### src/rtl/fft_pkg.sv
// Shared definitions for the streaming 4-point FFT: frame size and FSM state encoding.
package fft_pkg;
   localparam int FFT_N = 4;

   typedef enum logic [1:0] {
      LOAD   = 2'd0,
      S1     = 2'd1,
      S2     = 2'd2,
      UNLOAD = 2'd3
   } state_t;
endpackage

### src/rtl/fft4_stream_if.sv
// Sample-in / bin-out stream bundle for fft4_stream; master is the traffic source, slave is the FFT.
interface fft4_stream_if #(
   parameter int DW = 2
);
   localparam int OW = DW + 2;

   logic                 in_valid;
   logic                 in_ready;
   logic signed [DW-1:0] in_re;
   logic signed [DW-1:0] in_im;
   logic                 inv;
   logic                 out_valid;
   logic                 out_ready;
   logic signed [OW-1:0] out_re;
   logic signed [OW-1:0] out_im;
   logic [1:0]           out_idx;
   logic                 out_last;

   modport master (
      output in_valid, in_re, in_im, inv, out_ready,
      input  in_ready, out_valid, out_re, out_im, out_idx, out_last
   );

   modport slave (
      input  in_valid, in_re, in_im, inv, out_ready,
      output in_ready, out_valid, out_re, out_im, out_idx, out_last
   );
endinterface

### src/rtl/radix2_bfly.sv
// Combinational complex radix-2 butterfly: sum and difference, one bit of growth.
module radix2_bfly #(
   parameter int W = 2
) (
   input  logic [W-1:0] i_a_re,
   input  logic [W-1:0] i_a_im,
   input  logic [W-1:0] i_b_re,
   input  logic [W-1:0] i_b_im,
   output logic [W:0]   o_sum_re,
   output logic [W:0]   o_sum_im,
   output logic [W:0]   o_dif_re,
   output logic [W:0]   o_dif_im
);
   logic [W:0] w_a_re, w_a_im, w_b_re, w_b_im;

   assign w_a_re = {i_a_re[W-1], i_a_re};
   assign w_a_im = {i_a_im[W-1], i_a_im};
   assign w_b_re = {i_b_re[W-1], i_b_re};
   assign w_b_im = {i_b_im[W-1], i_b_im};

   assign o_sum_re = w_a_re + w_b_re;
   assign o_sum_im = w_a_im + w_b_im;
   assign o_dif_re = w_a_re - w_b_re;
   assign o_dif_im = w_a_im - w_b_im;
endmodule

### src/rtl/fft4_stream.sv
// Streaming 4-point radix-2 DIT FFT: load 4 samples, two registered butterfly stages, unload 4 bins.
module fft4_stream
   import fft_pkg::*;
#(
   parameter int DW = 2
) (
   input logic         clk,
   input logic         rst_n,
   fft4_stream_if.slave bus
);
   localparam int OW = DW + 2;

   typedef struct packed { logic signed [DW-1:0] re; logic signed [DW-1:0] im; } smp_t;
   typedef struct packed { logic signed [DW:0]   re; logic signed [DW:0]   im; } s1_t;
   typedef struct packed { logic signed [OW-1:0] re; logic signed [OW-1:0] im; } bin_t;

   state_t     r_state, w_next;
   smp_t       r_x   [FFT_N];
   bin_t       r_bin [FFT_N];
   logic [1:0] r_cnt;
   logic [1:0] r_idx;
   logic       r_inv;
   s1_t        r_a, r_b, r_c, r_d;
   s1_t        w_a, w_b, w_c, w_d;
   bin_t       w_x0, w_x2, w_bmj, w_bpj;
   logic       w_in_ready, w_out_valid, w_in_fire, w_out_fire;

   radix2_bfly #(.W(DW)) u_bfly_02 (
      .i_a_re(r_x[0].re), .i_a_im(r_x[0].im), .i_b_re(r_x[2].re), .i_b_im(r_x[2].im),
      .o_sum_re(w_a.re), .o_sum_im(w_a.im), .o_dif_re(w_b.re), .o_dif_im(w_b.im)
   );

   radix2_bfly #(.W(DW)) u_bfly_13 (
      .i_a_re(r_x[1].re), .i_a_im(r_x[1].im), .i_b_re(r_x[3].re), .i_b_im(r_x[3].im),
      .o_sum_re(w_c.re), .o_sum_im(w_c.im), .o_dif_re(w_d.re), .o_dif_im(w_d.im)
   );

   radix2_bfly #(.W(DW + 1)) u_bfly_ac (
      .i_a_re(r_a.re), .i_a_im(r_a.im), .i_b_re(r_c.re), .i_b_im(r_c.im),
      .o_sum_re(w_x0.re), .o_sum_im(w_x0.im), .o_dif_re(w_x2.re), .o_dif_im(w_x2.im)
   );

   // Multiplying D by -j/+j is a re/im swap with one negated term.
   always_comb begin
      w_bmj.re = {r_b.re[DW], r_b.re} + {r_d.im[DW], r_d.im};
      w_bmj.im = {r_b.im[DW], r_b.im} - {r_d.re[DW], r_d.re};
      w_bpj.re = {r_b.re[DW], r_b.re} - {r_d.im[DW], r_d.im};
      w_bpj.im = {r_b.im[DW], r_b.im} + {r_d.re[DW], r_d.re};
   end

   always_ff @(posedge clk or negedge rst_n) begin
      if (!rst_n) r_state <= LOAD;
      else        r_state <= w_next;
   end

   always_comb begin
      w_next      = r_state;
      w_in_ready  = 1'b0;
      w_out_valid = 1'b0;
      case (r_state)
         LOAD: begin
            w_in_ready = 1'b1;
            if (bus.in_valid && (r_cnt == 2'(FFT_N - 1))) w_next = S1;
         end
         S1:     w_next = S2;
         S2:     w_next = UNLOAD;
         UNLOAD: begin
            w_out_valid = 1'b1;
            if (bus.out_ready && (r_idx == 2'(FFT_N - 1))) w_next = LOAD;
         end
         default: w_next = LOAD;
      endcase
   end

   assign w_in_fire  = bus.in_valid && w_in_ready;
   assign w_out_fire = bus.out_ready && w_out_valid;

   always_ff @(posedge clk or negedge rst_n) begin
      if (!rst_n) begin
         for (int unsigned i = 0; i < FFT_N; i++) begin
            r_x[i]   <= '0;
            r_bin[i] <= '0;
         end
         r_cnt <= '0;
         r_idx <= '0;
         r_inv <= 1'b0;
         r_a   <= '0;
         r_b   <= '0;
         r_c   <= '0;
         r_d   <= '0;
      end else begin
         case (r_state)
            LOAD: if (w_in_fire) begin
               r_x[r_cnt].re <= bus.in_re;
               r_x[r_cnt].im <= bus.in_im;
               r_cnt         <= r_cnt + 2'd1;
               if (r_cnt == 2'd0) r_inv <= bus.inv;
            end
            S1: begin
               r_a <= w_a;
               r_b <= w_b;
               r_c <= w_c;
               r_d <= w_d;
            end
            S2: begin
               r_bin[0] <= w_x0;
               r_bin[2] <= w_x2;
               r_bin[1] <= r_inv ? w_bpj : w_bmj;
               r_bin[3] <= r_inv ? w_bmj : w_bpj;
            end
            UNLOAD: if (w_out_fire) r_idx <= r_idx + 2'd1;
            default: ;
         endcase
      end
   end

   assign bus.in_ready  = w_in_ready;
   assign bus.out_valid = w_out_valid;
   assign bus.out_re    = r_bin[r_idx].re;
   assign bus.out_im    = r_bin[r_idx].im;
   assign bus.out_idx   = r_idx;
   assign bus.out_last  = w_out_valid && (r_idx == 2'(FFT_N - 1));
endmodule

### src/flat_wrapper.sv
// flat-port wrapper written by rule: the top's interface ports become plain ports
module fft4_stream_flat import fft_pkg::*;
#(
   parameter int DW = 2
)
  (clk, rst_n, bus_in_valid, bus_in_re, bus_in_im, bus_inv, bus_out_ready, bus_in_ready, bus_out_valid, bus_out_re, bus_out_im, bus_out_idx, bus_out_last);
  fft4_stream_if #(.DW(DW)) bus_i ();
  input logic clk;
  input logic rst_n;
  input wire logic [$bits(bus_i.in_valid)-1:0] bus_in_valid;
  input wire logic [$bits(bus_i.in_re)-1:0] bus_in_re;
  input wire logic [$bits(bus_i.in_im)-1:0] bus_in_im;
  input wire logic [$bits(bus_i.inv)-1:0] bus_inv;
  input wire logic [$bits(bus_i.out_ready)-1:0] bus_out_ready;
  output wire logic [$bits(bus_i.in_ready)-1:0] bus_in_ready;
  output wire logic [$bits(bus_i.out_valid)-1:0] bus_out_valid;
  output wire logic [$bits(bus_i.out_re)-1:0] bus_out_re;
  output wire logic [$bits(bus_i.out_im)-1:0] bus_out_im;
  output wire logic [$bits(bus_i.out_idx)-1:0] bus_out_idx;
  output wire logic [$bits(bus_i.out_last)-1:0] bus_out_last;
  assign bus_i.in_valid = bus_in_valid;
  assign bus_i.in_re = bus_in_re;
  assign bus_i.in_im = bus_in_im;
  assign bus_i.inv = bus_inv;
  assign bus_i.out_ready = bus_out_ready;
  assign bus_in_ready = bus_i.in_ready;
  assign bus_out_valid = bus_i.out_valid;
  assign bus_out_re = bus_i.out_re;
  assign bus_out_im = bus_i.out_im;
  assign bus_out_idx = bus_i.out_idx;
  assign bus_out_last = bus_i.out_last;
  fft4_stream #(.DW(DW)) u_core (.clk(clk), .rst_n(rst_n), .bus(bus_i));
endmodule
### config.mk
export PLATFORM = sky130hd
export DESIGN_NAME = fft4_stream_flat
export DESIGN_NICKNAME = d
export VERILOG_FILES = /design/src/rtl/fft_pkg.sv /design/src/rtl/fft4_stream_if.sv /design/src/rtl/radix2_bfly.sv /design/src/rtl/fft4_stream.sv /design/src/flat_wrapper.sv
export SDC_FILE = /design/constraint.sdc
export NUM_CORES = 1
export LEC_CHECK = 0
export BUFFER_PORTS_ARGS = -buffer_cell sky130_fd_sc_hd__buf_2
export CORE_MARGIN = 1
export CORE_UTILIZATION = 62
export DETAILED_ROUTE_END_ITERATION = 10
export PLACE_DENSITY = 0.81
export SETUP_SLACK_MARGIN = 0.02
export SLEW_MARGIN = 20
export SYNTH_ARGS = -nofsm -noshare
export SYNTH_HDL_FRONTEND = slang
export SYNTH_SLANG_ARGS = --single-unit
### constraint.sdc
create_clock -name clk -period 2.4 [get_ports clk]
set_input_delay 0 -clock clk [delete_from_list [all_inputs] [get_ports clk]]
set_output_delay 0 -clock clk [all_outputs]
set_load 0.05 [all_outputs]
==> results of run 1 <==
-- critical path, stage by stage, from the launching register on --
cell and delay (ns):
dfrtp_1 0.38, inv_1 0.09, ha_1 0.21, fa_1 0.39, and2_4 0.15, or3_1 0.36, a31oi_1 0.19
-- per-stage QoR --
stage | cell area (µm²) | std cells | utilization (%) | worst slack [ns]
floorplan | 4250 | 358 | - | 0.619
global placement | 4420 | 447 | 68.0 | 0.676
detailed placement | 4420 | 447 | 68.0 | 0.551
CTS | 4680 | 470 | 72.1 | 0.537
global route | 4680 | 470 | 72.1 | 0.464
finish | 4680 | 470 | 72.1 | 0.556
-- cells in the final DEF, fill, tap and decap left out, types with 12 or more instances in the layout --
cell type / Yosys / routed
buf_2: 6 / 21
clkbuf_8: 0 / 12
dfrtp_1: 71 / 71
fa_1: 20 / 20
ha_1: 41 / 41
inv_1: 40 / 40
mux2_2: 33 / 33
mux2i_1: 14 / 14
nand2_1: 21 / 21
nor2_1: 17 / 17
o21ai_0: 12 / 12
-- logic make-up after synthesis --
kind of cell | after synthesis | synth area share [%]
muxes | 53 | 15.2
and+or+nand+nor | 68 | 7.72
xor gates and xnor gates | 6 | 1.24
AOI/OAI and AO/OA | 45 | 7.07
adders and majority gates | 61 | 21.5
DFF | 71 | 41.8
buffers and inverters | 54 | 5.39
-- final cells by class --
type | instances | share of cell area, %
repair buffers | 34 | 5.02
multi-input cells | 233 | 47.9
well taps | 77 | 2.06
inverters | 40 | 3.21
flip-flops and latches | 71 | 37.9
clock inverters | 3 | 0.374
clock buffers | 12 | 3.53
-- worst max path at each step --
stage,from,endpoint,slack (ns),cells after the start
floorplan,u_core.r_state[0],u_core.r_inv,0.62,4
global placement,u_core.r_c[0],u_core.r_bin[22],0.68,5
detailed placement,u_core.r_b[3],u_core.r_bin[22],0.55,6
CTS,u_core.r_b[3],u_core.r_bin[22],0.54,6
global route,u_core.r_b[3],u_core.r_bin[22],0.46,6
finish,u_core.r_b[3],u_core.r_bin[22],0.56,6
-- sequential cells by signal, summed over array words and instances, names as in the netlist --
name and count:
u_core.r_d 5, u_core.bus.out_idx 2, u_core.r_c 5, u_core.r_cnt 2, u_core.r_b 6, u_core.r_x 16, u_core.r_inv 1, u_core.r_state 2
u_core.r_a 4, u_core.r_bin 28
-- metal layers --
metal / share of wire, % / vias to the layer above
met5: 0 / -
met2: 50 / 45
li1: - / 1267
met3: 3.4 / 8
met1: 46 / 1366
met4: 1.2 / 0
==> results.yml, run 1 <==
synth:
  ys.flop_type: "dfrtp_1"
  synth_nets: 428
  synth_top_area_share_pct: 41.8
  synth_cell_types: 40
  ys_top_cells_by_count: "71 x dfrtp_1, 41 x ha_1, 40 x inv_1"
  yosysMostFrequentCell: "dfrtp_1"
  ys_seq_area_share_pct: 41.8
  ys_seq_elements: 71
  avgSynthCellArea_um2: 11.9
  yosys.area.top_type: "dfrtp_1"
  synthTopCellsByArea: "dfrtp_1 42%, ha_1 12%, fa_1 9.4%"
  async_reset_ff_share_pct: 100
  synthCells: 358
  synth_edf_count: 0
  syn-cell-area_um2: 4250
  yosysWarnings: 0
routing:
  drtIter0Drc: 124
  drcViolationCount: 2
  ant_nets: 0
  viasPerCell: 5.71
  dr.pass1.iters: 8
  routed_wl_mm: 7.62
  avgRoutedWirePerCell_um: 16.2
  routed-via-count: 2686
floorplan:
  dieWidth_um: 84.8
  fp.dieArea_um2: 7180
  core_area_um2: 6490
  start_util_pct: 65.4
  io_pins: 22
  rows: 29
  die_h_um: 84.8
worst_setup_path:
  timing.rr.start: "u_core.r_b[3]"
  cp-end-kind: "register"
  path_class: "reg -> reg"
  worstPathArrival_ns: 2.11
  worstSetupStartpointType: "register"
  cp_max_fo: 3
  r2r_end: "u_core.r_bin[22]"
  reg2reg_depth: 6
  critPathRequiredTime_ns: 2.67
  reg2reg_slack_ns: 0.56
global_route:
  gr-usage-all-layers_pct: 24.6
  grt_max_degree: 45
  antenna_found_initial: 0
  top_usage_layer: "met2"
  met3_usage_pct: 4.23
  grt_use_met2_pct: 40.1
  grt.overflow.total: 0
  use_met1_pct: 33.0
  grt_pass1_wl_mm: 13.2
  grt_pass1_vias: 2784
clocking:
  htreeDepth: 3
  root_buffer: "clkbuf_8"
  numClockSinks: 71
  clk_latency_ns: 0.34
  hold_buffers: 8
  post_cts_buffers: 0
  cts.path.max_buffers: 2
  path_clk_slew_ns: 0.07
  cts_tree: "built"
  cts-resized-gates: 0
  cts_made_buffers: 9
sta:
  hold_viol: 0
  skew_ns: 0.00721
  fmax_mhz: 542
  drv_slew: 0
  relSlewSlack_pct: 53.3
  fin_setup_tns_ns: 0
  period_needed_ns: 1.84
  worst_pin_slew_ns: 0.700
  period_share_pct: 76.8
  setup_viol: 0
  hold_ws_ns: 0.198
  rsz0062_at_grt: "no"
place:
  dpl.hpwl_mm: 5.70
  io_buffers: 21
  gp_congestion: 0.784
status:
  status: "finished with violations"
  failed_checks: "design-rule violations"
layout:
  area_growth_pct: 10.3
  fin_nets: 459
  multiInputGateArea_um2: 2240
  layout.area.seq_um2: 1780
  drive_above_1_share_pct: 20.9
  diodes: 0
  n_fill_cell: 461
hold_path:
  hp-class: "in -> async"
run:
  drv_cap: 0
Power of run 1 is left out: the tool's default activity adds up to more than one toggle a clock period on the data nets, which glitch-free logic cannot reach.
==> run 2, diff against run 1 <==
Clock period 2.4 ns to 1.8 ns, I/O delays scaled along.
==> run 2 against run 1 <==
The flow still finishes with violations (design-rule violations). Flip-flop and latch count stayed put. Hold slack better by 0.014 ns. Clock-buffer cell count is 2 lower. Maximum frequency is 4.4% higher. Clock skew hardly changed. Sequential share of layout area is 1.6 points lower. Register-to-register slack worse by 0.52 ns. Largest cell class unchanged. Worst setup slack worse by 0.52 ns. Final area is 4.5% higher. Via count is 0.93% higher.
==> results.yml, run 2 (synthesis gave the netlist of run 1 again) <==
status:
  status: "finished with violations"
  failed_checks: "design-rule violations"
routing:
  avgRoutedWirePerCell_um: 16.4
  drcViolationCount: 2
  viasPerCell: 5.67
  drtIter0Drc: 133
  routed-via-count: 2711
  routed_wl_mm: 7.85
  dr.pass1.iters: 9
  ant_nets: 0
worst_setup_path:
  worstSetupStartpointType: "register"
  worstPathArrival_ns: 2.04
  critPathBufInv: 0
  cp_max_fo: 3
  cp-end-kind: "register"
  cpPeakStageDelay_ns: 0.44
  path_delay_family: "adder cells"
  reg2reg_slack_ns: 0.03
  path_class: "reg -> reg"
  cp_slowest_cell: "dfrtp_2"
  critPathRequiredTime_ns: 2.07
  crit_chain: "ha_1, fa_2, and2_4, or3_1, a31oi_1"
floorplan:
  die_h_um: 84.8
  start_util_pct: 65.4
  dieWidth_um: 84.8
  io_pins: 22
  rows: 29
  fp.dieArea_um2: 7180
  core_area_um2: 6490
sta:
  period_share_pct: 98.1
  rsz0062_at_grt: "yes"
  skew_ns: 0.00750
  setup_viol: 0
  fin_setup_tns_ns: 0
  hold_viol: 0
  relSlewSlack_pct: 54.3
  worst_pin_slew_ns: 0.686
  period_needed_ns: 1.77
  setup_slack_ns: 0.0348
  fmax_mhz: 567
  drv_slew: 0
layout:
  n_fill_cell: 380
  largest_reg_flops: 28
  fin_nets: 466
  final_cell_mix: "69 x dfrtp_1, 39 x ha_1, 38 x inv_1"
  regMostFlops: "u_core.r_bin"
  largest_registers: "u_core.r_bin (28), u_core.r_x (16), u_core.r_b (6)"
  area_growth_pct: 15.2
  diodes: 0
  final_common_cell: "dfrtp_1"
  drive_above_1_share_pct: 24.7
clocking:
  root_buffer: "clkbuf_8"
  cts_made_buffers: 9
  cts_tree: "built"
  clk_latency_ns: 0.35
  cts.path.max_buffers: 2
  numClockSinks: 71
  path_clk_slew_ns: 0.08
  htreeDepth: 3
hold_path:
  hp-class: "in -> async"
place:
  pre_cts_slack_ns: -0.000746
  dpl.hpwl_mm: 5.38
  io_buffers: 21
  gp_congestion: 0.800
global_route:
  gr-usage-all-layers_pct: 24.7
  grt_max_degree: 72
  grt.overflow.total: 0
  antenna_found_initial: 0
  grt_pass1_wl_mm: 13.4
  grt_pass1_vias: 2837
run:
  drv_cap: 0
## run 2: cell types whose count changed in the layout (fill, tap and decap cells not counted), moves of 2 or more
cell,delta
buf_4,+5
bufinv_16,+5
clkbuf_8,-2
dfrtp_1,-2
dfrtp_2,+2
fa_1,-2
fa_2,+2
ha_1,-2
inv_1,-2
inv_2,+2
## run 2: metrics by stage
step           utilization [%]  cell area [µm²]  cells  hold slack, ns
2_1_floorplan                -             4250    358          -0.296
3_3_place_gp              68.7             4460    451          0.0526
3_5_place_dp              68.7             4460    451          0.0546
4_1_cts                   74.6             4840    476           0.224
5_1_grt                   75.3             4890    478           0.266
6_report                  75.3             4890    478           0.212
## run 2: cell type report
class	count	area, µm²	share of cell area, %
Timing Repair Buffer	41	304	6.21
Inverter	40	150	3.07
Tap cell	77	96.3	1.97
Sequential cell	71	1780	36.4
Multi-Input combinational cell	233	2270	46.4
Clock inverter	6	155	3.17
Clock buffer	10	138	2.81
## run 2: final timing paths
path,end,depth (start not counted),startpoint
worst max-delay path,u_core.r_bin[22],5,u_core.r_c[0]
worst min-delay path,u_core.r_bin[30],3,rst_n
worst max register to register,u_core.r_bin[22],5,u_core.r_c[0]
worst min register to register,u_core.r_bin[4],2,u_core.r_bin[4]
max in group asynchronous,u_core.r_d[3],3,rst_n
min in group clk,u_core.r_inv,3,bus_inv
## run 2: worst min-delay path: cells and delay by family
kind,cells,cell delay [ns]
buffers and inverters,3,0.97
## run 2: per-layer routing
layer | global-route usage, % | part of all wire [%] | vias to the layer above
met5 | 0 | 0 | -
met4 | 12.9 | 2.9 | 0
met3 | 4.23 | 2.4 | 17
met2 | 38.7 | 47 | 51
met1 | 33.6 | 48 | 1355
li1 | - | - | 1288
## run 2: timing repair
item                                    4_1_cts  5_1_grt
resized for setup                             0       12
hold buffers                                  8        0
hold endpoints to repair                     90        0
buffers inserted                              1        2
pin swaps                                     0        2
endpoints found under the setup margin        2        6
Power of run 2 is left out for the same reason.
